File: config.mk
export PLATFORM = sky130hd
export DESIGN_NAME = dmem_arbiter
export DESIGN_NICKNAME = d
export VERILOG_FILES = /design/src/rtl/dmem_arbiter.sv
export SDC_FILE = /design/constraint.sdc
export NUM_CORES = 1
export LEC_CHECK = 0
export ABC_AREA = 1
export ABC_CLOCK_PERIOD_IN_PS = 3400
export BUFFER_PORTS_ARGS = -buffer_cell sky130_fd_sc_hd__buf_2
export CORE_AREA = 3 3 116 118
export CTS_BUF_LIST = sky130_fd_sc_hd__clkbuf_8 sky130_fd_sc_hd__clkbuf_16
export DETAILED_ROUTE_END_ITERATION = 7
export DIE_AREA = 0 0 119 121
export GPL_TIMING_DRIVEN = 0
export PLACE_DENSITY = 0.63
export SETUP_SLACK_MARGIN = 0.15
export SKIP_LAST_GASP = 1
export SYNTH_ARGS = -nofsm -noshare
export SYNTH_HDL_FRONTEND = slang
export SYNTH_SLANG_ARGS = --single-unit
export TNS_END_PERCENT = 50
File: constraint.sdc
create_clock -name clk -period 3.4 [get_ports clk]
set_clock_uncertainty 0.15 [all_clocks]
set_input_delay 0.68 -clock clk [delete_from_list [all_inputs] [get_ports clk]]
set_output_delay 0.68 -clock clk [all_outputs]
set_load 0.005 [all_outputs]
File: src/rtl/dmem_arbiter.sv
// Two-port arbiter for the single-port data memory: core (C) has priority, loader (D) gets
// starvation force-grants and lock bursts. Define DMEM_ARB_STATS_EN to add contention counters.
module dmem_arbiter #(
  parameter int unsigned MAX_WAIT = 8
) (
  input  logic        clk,
  input  logic        rst_n,
  input  logic        c_req,
  input  logic        c_we,
  input  logic [31:0] c_addr,
  input  logic [31:0] c_wdata,
  output logic        c_gnt,
  output logic        c_rvalid,
  output logic [31:0] c_rdata,
  output logic        c_err,
  input  logic        d_req,
  input  logic        d_we,
  input  logic [31:0] d_addr,
  input  logic [31:0] d_wdata,
  output logic        d_gnt,
  output logic        d_rvalid,
  output logic [31:0] d_rdata,
  output logic        d_err,
  input  logic        d_lock,
  output logic [31:0] mem_addr,
  output logic [31:0] mem_wdata,
  output logic        mem_we,
  input  logic [31:0] mem_rdata
`ifdef DMEM_ARB_STATS_EN
  ,
  output logic [31:0] conflict_cnt,
  output logic [31:0] forced_cnt
`endif
);

  localparam int unsigned WAIT_W = $clog2(MAX_WAIT + 1);

  typedef enum logic {S_CORE, S_DMA_LOCK} state_t;

  state_t            state, state_nxt;
  logic [WAIT_W-1:0] wait_cnt, wait_nxt;
  logic              starved;
  logic              c_aligned, d_aligned;

  assign starved   = (wait_cnt == WAIT_W'(MAX_WAIT));
  assign c_aligned = (c_addr[1:0] == 2'b00);
  assign d_aligned = (d_addr[1:0] == 2'b00);

  // Grants are gated by rst_n so nothing reaches memory while reset is held.
  always_comb begin
    c_gnt     = 1'b0;
    d_gnt     = 1'b0;
    state_nxt = state;
    if (rst_n) begin
      case (state)
        S_CORE: begin
          d_gnt = d_req && (!c_req || starved);
          c_gnt = c_req && !d_gnt;
          if (d_gnt && d_lock) state_nxt = S_DMA_LOCK;
        end
        S_DMA_LOCK: begin
          d_gnt = d_req;
          c_gnt = c_req && !d_req;
          if (!d_req || !d_lock) state_nxt = S_CORE;
        end
        default: state_nxt = S_CORE;
      endcase
    end
  end

  always_comb begin
    wait_nxt = '0;
    if (d_req && !d_gnt) wait_nxt = starved ? wait_cnt : wait_cnt + WAIT_W'(1);
  end

  always_comb begin
    mem_addr  = '0;
    mem_wdata = '0;
    mem_we    = 1'b0;
    if (d_gnt) begin
      mem_addr  = d_addr;
      mem_wdata = d_wdata;
      mem_we    = d_we && d_aligned;
    end else if (c_gnt) begin
      mem_addr  = c_addr;
      mem_wdata = c_wdata;
      mem_we    = c_we && c_aligned;
    end
  end

  always_ff @(posedge clk or negedge rst_n) begin
    if (!rst_n) begin
      state    <= S_CORE;
      wait_cnt <= '0;
      c_rvalid <= 1'b0;
      c_rdata  <= '0;
      c_err    <= 1'b0;
      d_rvalid <= 1'b0;
      d_rdata  <= '0;
      d_err    <= 1'b0;
    end else begin
      state    <= state_nxt;
      wait_cnt <= wait_nxt;
      c_rvalid <= c_gnt;
      c_err    <= c_gnt && !c_aligned;
      c_rdata  <= (c_gnt && !c_we && c_aligned) ? mem_rdata : '0;
      d_rvalid <= d_gnt;
      d_err    <= d_gnt && !d_aligned;
      d_rdata  <= (d_gnt && !d_we && d_aligned) ? mem_rdata : '0;
    end
  end

`ifdef DMEM_ARB_STATS_EN
  // A force-grant is a D win in S_CORE while C is also asking.
  logic forced_evt;
  assign forced_evt = (state == S_CORE) && d_gnt && c_req;

  always_ff @(posedge clk or negedge rst_n) begin
    if (!rst_n) begin
      conflict_cnt <= '0;
      forced_cnt   <= '0;
    end else begin
      if (c_req && d_req && (conflict_cnt != '1)) conflict_cnt <= conflict_cnt + 32'd1;
      if (forced_evt && (forced_cnt != '1))       forced_cnt   <= forced_cnt + 32'd1;
    end
  end
`endif

endmodule
* Word-level counts from Yosys, hierarchy flattened
Cells that the tools add are included. Widths: inputs -> output; s select.
Word-level totals: flip-flop bits (word level) 73, output and inout port bits 135, logic and storage cells 55
Operators by class: $add $sub $neg 1, equality and inequality tests 2, muxes and demuxes 17, bitwise operators 1, reductions and logical operators 26
Operators by type and width (number):
- $mux 32 | 6
- $logic_and 1x1->1 | 13
- $logic_not 1->1 | 9
- $mux 4 | 2
- $mux 1 | 6
- $pmux 1 s2 | 3
- $add 4x1->4 const B | 1
- $eq 4x4->1 const B | 1
- $logic_not 2->1 | 2
- $logic_or 1x1->1 | 2
- $ne 2x2->1 const B | 1
- $not 1->1 | 1

* Longest topological paths before layout
Gate-level depths: netlist (run 1).
depth after elaboration 10, gate-level depth with buffers 9, gate-level depth less buffers 7

* Least setup slack after synthesis (run 1)
OpenSTA, ideal clock, no wires.
path kind in2out, start input d_req, end output mem_addr[20], data arrival time 1.419 ns, slack 1.151 ns, cell stages on the path 5, path through buf_2 > buf_2 > buf_2 > nand4_1 > nand2_1
On the way: word-level cells in the longest chain between the ends 7
RTL lines:
- start, declared | line 16 | input logic d_req,
- $logic_and 1x1->1 | line 57 | d_gnt = d_req && (!c_req || starved);
- $logic_not 1->1 | line 58 | c_gnt = c_req && !d_gnt;
- $logic_and 1x1->1 | line 58
- $pmux 1 s2 | line 55 | case (state)
- $mux 1 | line 54 | if (rst_n) begin
- $mux 32 | line 84 | end else if (c_gnt) begin
- $mux 32 * | line 80 | if (d_gnt) begin
- end, declared | line 25 | output logic [31:0] mem_addr,
Every way passes the cells marked *; elsewhere a longest branch is shown, timed or not.

* Worst setup path after layout (run 1)
start input rst_n, end output mem_addr[9]
On the way: word-level cells in the longest chain between the ends 3
RTL lines:
- start, declared | line 7 | input logic rst_n,
- $mux 1 | line 54
- $mux 32 | line 84
- $mux 32 * | line 80
Marks and branches as above.

==> reports/qor.csv, run 1 <==
metric,value,unit
RSZ-0062 raised after global routing,false,
total clock sinks,73,
worst-case vdd ir drop,0.186,mV
clk root buf,clkbuf_16,
hold crit path type,in2async,
Core ar.,12600,sq um
crit end category,output pin,
synthesized area,3680,sq um
syn_area_per_cell,8.13,sq um
Die Ht,121,um
design area,5710,sq um
Post CTS Setup Buffer Count,0,
critical path arrival,2.23,ns
TritonCTS clock tree,yes,
Clock Latency Late Sink,0.33,ns
WL final,13900,um
Fillers,1322,
outcome,completed,
combinational share of power,17.9,%
vias in the first global route,4001,
clock share of power,41.3,%
Placement Cell Area,5400,sq um
worst-path cell chain,buf_12 -> buf_4 -> buf_4 -> clkbuf_1 -> nand4_1 -> nand2_1 -> buf_2,
reg2reg setup slack,1.68,ns
GRT Total Usage,18.7,%
GP Congestion,0.883,
Slew Limit Headroom,69.0,%
Syn Inst Count,453,
CP max stage delay,0.39,ns
residual DRC count,0,
final setup fails,0,
RR Startpoint,wait_cnt[0],
clk buf depth,2,
initial antenna violation count,0,
Worst R2R End,c_rdata[4],
switching share of total power,25.7,%
internal power,1.62,mW
P per Cell Area,381,nW/um^2
Startpoint Class,input port,
sequential power share,40.8,%
hpwl dp,11500,um
Pre-antenna DRT Iters,4,
Area contributors post-synth,"dfrtp_1, nand4_1, nand3_1",
P_sw,559,uW
die area,14400,sq um
most frequent cells in the layout,"buf_2, nand2_1, dfrtp_1, nor2_1, nand3_1",
pin count of the biggest net entering global routing,75,
most frequent CP cell,buf_4,
Multi-input gate area,1430,sq um
DR WL/cell,14.8,um
"Reg clk slew, reported paths",0.05,ns
Yosys reg bits,73,
Ys Warns,0,
ANT nets after route,0,
Die Span X,119,um
Final Hold Viols,0,
CP required,2.57,ns
"Distinct cells, synth",21,
CP top delay family,buffers and inverters,
Max Fclk,0.327,GHz
Starting Density,29.3,%
post-synth top area share,49.6,%
total CTS buffers,9,
num ports,302,
Lkg Pwr,3.69,nW
Starting DRT DRC Count,180,
post-synth net total,622,
Critical-path top delay cell,clkbuf_1,
Bufs and invs on worst path,5,
sequential area share after synthesis,49.6,%
CP Class,in2out,
"most common cell after layout, fill and taps aside",buf_2,
Tcrit/Tclk final,90.0,%
fin nets,933,
"area leader, netlist",dfrtp_1,
n_diodes,0,
FF-to-FF path depth,8,
Slew @ Worst Pin,0.465,ns
first-pass GRT wire length,21000,um
DR vias,4191,
"Power, Total",2.17,mW
H-tree level count,3,
GR Overflow Total,0,
Via-to-Cell Ratio,4.45,
P&R area growth vs syn,54.9,%
Register Area,1830,sq um
Port Buf Inserts,300,
CP Max Fanout,74,
min cycle time layout,3.06,ns
share of layout cells above drive strength 1,45.8,%
row count,41,
Max Cap Viol,0,
Slew Limit Fails,0,
## worst max-delay path by stage
stage	slack, ns	endpoint	depth (start not counted)	from
floorplan	1.15	mem_addr[20]	5	d_req
global placement	-0.69	mem_addr[19]	7	rst_n
detailed placement	-0.14	mem_addr[14]	7	rst_n
CTS	0.19	mem_addr[14]	7	rst_n
global route	0.17	mem_addr[15]	7	rst_n
finish	0.34	mem_addr[9]	7	rst_n
## cell usage after synthesis
library cell / instances
nand4_2: 1
nand3_4: 1
buf_2: 18
nand4_1: 66
buf_6: 7
inv_1: 42
nand3_1: 67
or2_1: 1
nand3_2: 1
nor2_1: 72
ha_1: 2
nand2_4: 2
nand2_1: 74
o21ai_0: 1
dfrtp_1: 73
buf_4: 6
inv_2: 2
nor2_2: 1
xor2_1: 3
clkbuf_1: 12
a21oi_1: 1
## metal layers
metal / track usage [%] / vias up / wire length [um]
met5: 0 / - / 0
met4: 5.43 / 0 / 253
met3: 5.41 / 19 / 1130
met1: 22.1 / 1849 / 5550
met2: 33.0 / 210 / 6960
li1: - / 2113 / -
## power by group through the flow
stage	clock, mW	combinational [mW]	sequential [mW]
floorplan	0	0.172	0.903
global placement	0	0.392	0.902
detailed placement	0	0.393	0.902
CTS	0.918	0.395	0.887
global route	0.957	0.436	0.887
finish	0.898	0.390	0.886
## cell families (layout without fill, tap and decap cells)
family	after synthesis	count (layout)	synth area share (%)
fa+ha+maj	2	2	0.679
compound gates	2	2	0.271
flops	73	73	49.6
simple gates	286	286	37.2
buf+inv	87	403	11.5
xor+xnor	3	3	0.713
## stage by stage
| stage | util (%) | std cells | setup slack [ns] | setup TNS, ns | hold WS [ns] |
|---|---|---|---|---|---|
| 3_3_place_gp | 43.0 | 925 | -0.690 | -37.70 | 0.366 |
| 3_5_place_dp | 43.0 | 925 | -0.137 | -2.75 | 0.373 |
| 4_1_cts | 45.4 | 941 | 0.188 | 0 | 0.165 |
| 2_1_floorplan | - | 453 | 1.15 | 0 | 0.234 |
| 5_1_grt | 45.4 | 941 | 0.167 | 0 | 0.115 |
| 6_report | 45.4 | 941 | 0.338 | 0 | 0.0930 |
## registers in the layout, indices dropped and copies added (netlist names)
| name | count |
|---|---|
| d_err | 1 |
| c_err | 1 |
| state | 1 |
| d_rdata | 32 |
| wait_cnt | 4 |
| c_rdata | 32 |
| c_rvalid | 1 |
| d_rvalid | 1 |
## area by class of cell
cell class / count / share of cell area (%)
Inverter: 44 / 2.89
Clock buffer: 9 / 3.95
Buffer: 43 / 4.54
Multi-Input combinational cell: 293 / 25.1
Clock inverter: 7 / 1.14
Tap cell: 172 / 3.77
Timing Repair Buffer: 300 / 26.6
Sequential cell: 73 / 32.0
## repair_timing
action / 4_1_cts / 5_1_grt
gates cloned: 0 / 0
setup endpoints to repair: 60 / 31
pin swaps: 0 / 0
hold buffers: 0 / 0
gates resized for setup: 2 / 1
Power figures use the tool's default switching activity.
==> run 2, diff against run 1 <==
--- a/config.mk
+++ b/config.mk
@@ -7,7 +7,7 @@
 export LEC_CHECK = 0
 export ABC_AREA = 1
 export ABC_CLOCK_PERIOD_IN_PS = 3400
-export BUFFER_PORTS_ARGS = -buffer_cell sky130_fd_sc_hd__buf_2
+export BUFFER_PORTS_ARGS = -buffer_cell sky130_fd_sc_hd__buf_4
 export CORE_AREA = 3 3 116 118
 export CTS_BUF_LIST = sky130_fd_sc_hd__clkbuf_8 sky130_fd_sc_hd__clkbuf_16
 export DETAILED_ROUTE_END_ITERATION = 7
==> reports/qor.csv, run 2 (synthesis gave the netlist of run 1 again) <==
metric,value,unit
H-tree level count,3,
GP Congestion,0.916,
GRT Total Usage,19.6,%
CP required,2.57,ns
DR vias,4316,
CP startpoint,rst_n,
ANT nets after route,0,
Post-CTS Hold Buffers,0,
share of layout cells above drive strength 1,46.2,%
total CTS buffers,9,
Tcrit/Tclk final,88.9,%
WL final,14700,um
vias in the first global route,4318,
"Power, Total",2.29,mW
Via-to-Cell Ratio,4.59,
Starting DRT DRC Count,200,
Port Buf Inserts,300,
Pre-antenna DRT Iters,5,
Worst R2R End,c_rvalid,
Slew Limit Fails,0,
clk root buf,clkbuf_16,
FF-to-FF path depth,6,
total clock sinks,73,
n_diodes,0,
CP max stage delay,0.38,ns
hpwl dp,12300,um
worst-path cell chain,buf_12 -> buf_4 -> buf_4 -> clkbuf_1 -> nand4_1 -> nand2_1 -> buf_4,
initial antenna violation count,0,
min cycle time layout,3.02,ns
Slew @ Worst Pin,0.485,ns
hold crit path type,in2async,
residual DRC count,0,
Lkg Pwr,3.84,nW
outcome,completed,
clk buf depth,2,
Post CTS Setup Buffer Count,0,
Final Hold Viols,0,
first-pass GRT wire length,22300,um
CP Class,in2out,
Startpoint Class,input port,
P per Cell Area,355,nW/um^2
Starting Density,29.3,%
Clock Latency Late Sink,0.32,ns
GR Overflow Total,0,
reg2reg setup slack,1.63,ns
die area,14400,sq um
"Reg clk slew, reported paths",0.05,ns
fin nets,933,
RR Startpoint,wait_cnt[0],
Max Cap Viol,0,
"most common cell after layout, fill and taps aside",buf_4,
crit end category,output pin,
final setup TNS,0,ns
Die Ht,121,um
row count,41,
final setup fails,0,
P&R area growth vs syn,75.6,%
most frequent CP cell,buf_4,
pin count of the biggest net entering global routing,75,
Critical-path top delay cell,clkbuf_1,
Fillers,1221,
Regs by FF count,"c_rdata: 32 flops, d_rdata: 32 flops, wait_cnt: 4 flops",
Max Fclk,0.331,GHz
most frequent cells in the layout,"buf_4, nand2_1, dfrtp_1, nor2_1, nand3_1",
Die Span X,119,um
TritonCTS clock tree,yes,
Core ar.,12600,sq um
RSZ-0062 raised after global routing,false,
critical path arrival,2.19,ns
Slew Limit Headroom,67.6,%
DR WL/cell,15.7,um
crit path to,mem_addr[27],
CP Max Fanout,74,
num ports,302,
worst-case vdd ir drop,0.203,mV
## run 2: what timing repair did
item | in CTS | in global routing
setup endpoints to repair | 60 | 33
resized for setup | 2 | 1
pin swaps | 0 | 0
## run 2: layout make-up
type | instances | area (sq um) | area share, %
repair buffers | 300 | 2260 | 35.0
flip-flops and latches | 73 | 1830 | 28.2
multi-input cells | 293 | 1430 | 22.1
plain buffers | 43 | 259 | 4.00
clock buffers | 11 | 253 | 3.91
well taps | 172 | 215 | 3.33
inverters | 44 | 165 | 2.55
clock inverters | 5 | 53.8 | 0.832
## run 2: routing by layer
layer	vias to the layer above	global-route usage, %	wire length (um)
met1	1955	21.5	5310
met2	221	35.0	7580
li1	2111	-	-
met5	-	0	0
met4	0	7.68	464
met3	29	6.43	1390
## run 2: metrics by stage
| stage | instance area, sq um | hold WS [ns] | instances | util, % | setup slack [ns] |
|---|---|---|---|---|---|
| floorplan | 3680 | 0.234 | 453 | - | 1.15 |
| global placement | 6150 | 0.371 | 925 | 48.9 | -0.0723 |
| detailed placement | 6150 | 0.367 | 925 | 48.9 | -0.123 |
| CTS | 6460 | 0.178 | 941 | 51.4 | 0.215 |
| global route | 6470 | 0.126 | 941 | 51.5 | 0.183 |
| finish | 6470 | 0.102 | 941 | 51.5 | 0.378 |
## run 2: worst max-delay path: cells and delay by family
family | cells | cell delay [ns]
buf+inv | 5 | 1.21
simple gates | 2 | 0.28
## run 2: worst min path at each step
| stage | from | to | slack [ns] | cells after the start |
|---|---|---|---|---|
| 3_5_place_dp | state | state | 0.37 | 2 |
| 5_1_grt | rst_n | c_rdata[11] | 0.13 | 1 |
| 3_3_place_gp | state | state | 0.37 | 2 |
| 2_1_floorplan | rst_n | c_err | 0.23 | 0 |
| 6_report | rst_n | c_rdata[0] | 0.10 | 1 |
| 4_1_cts | rst_n | d_rdata[19] | 0.18 | 1 |
## run 2: report_power, final
part | internal, mW | switching, mW
clock network | 0.604 | 0.323
registers | 0.882 | 0.00566
logic | 0.256 | 0.223
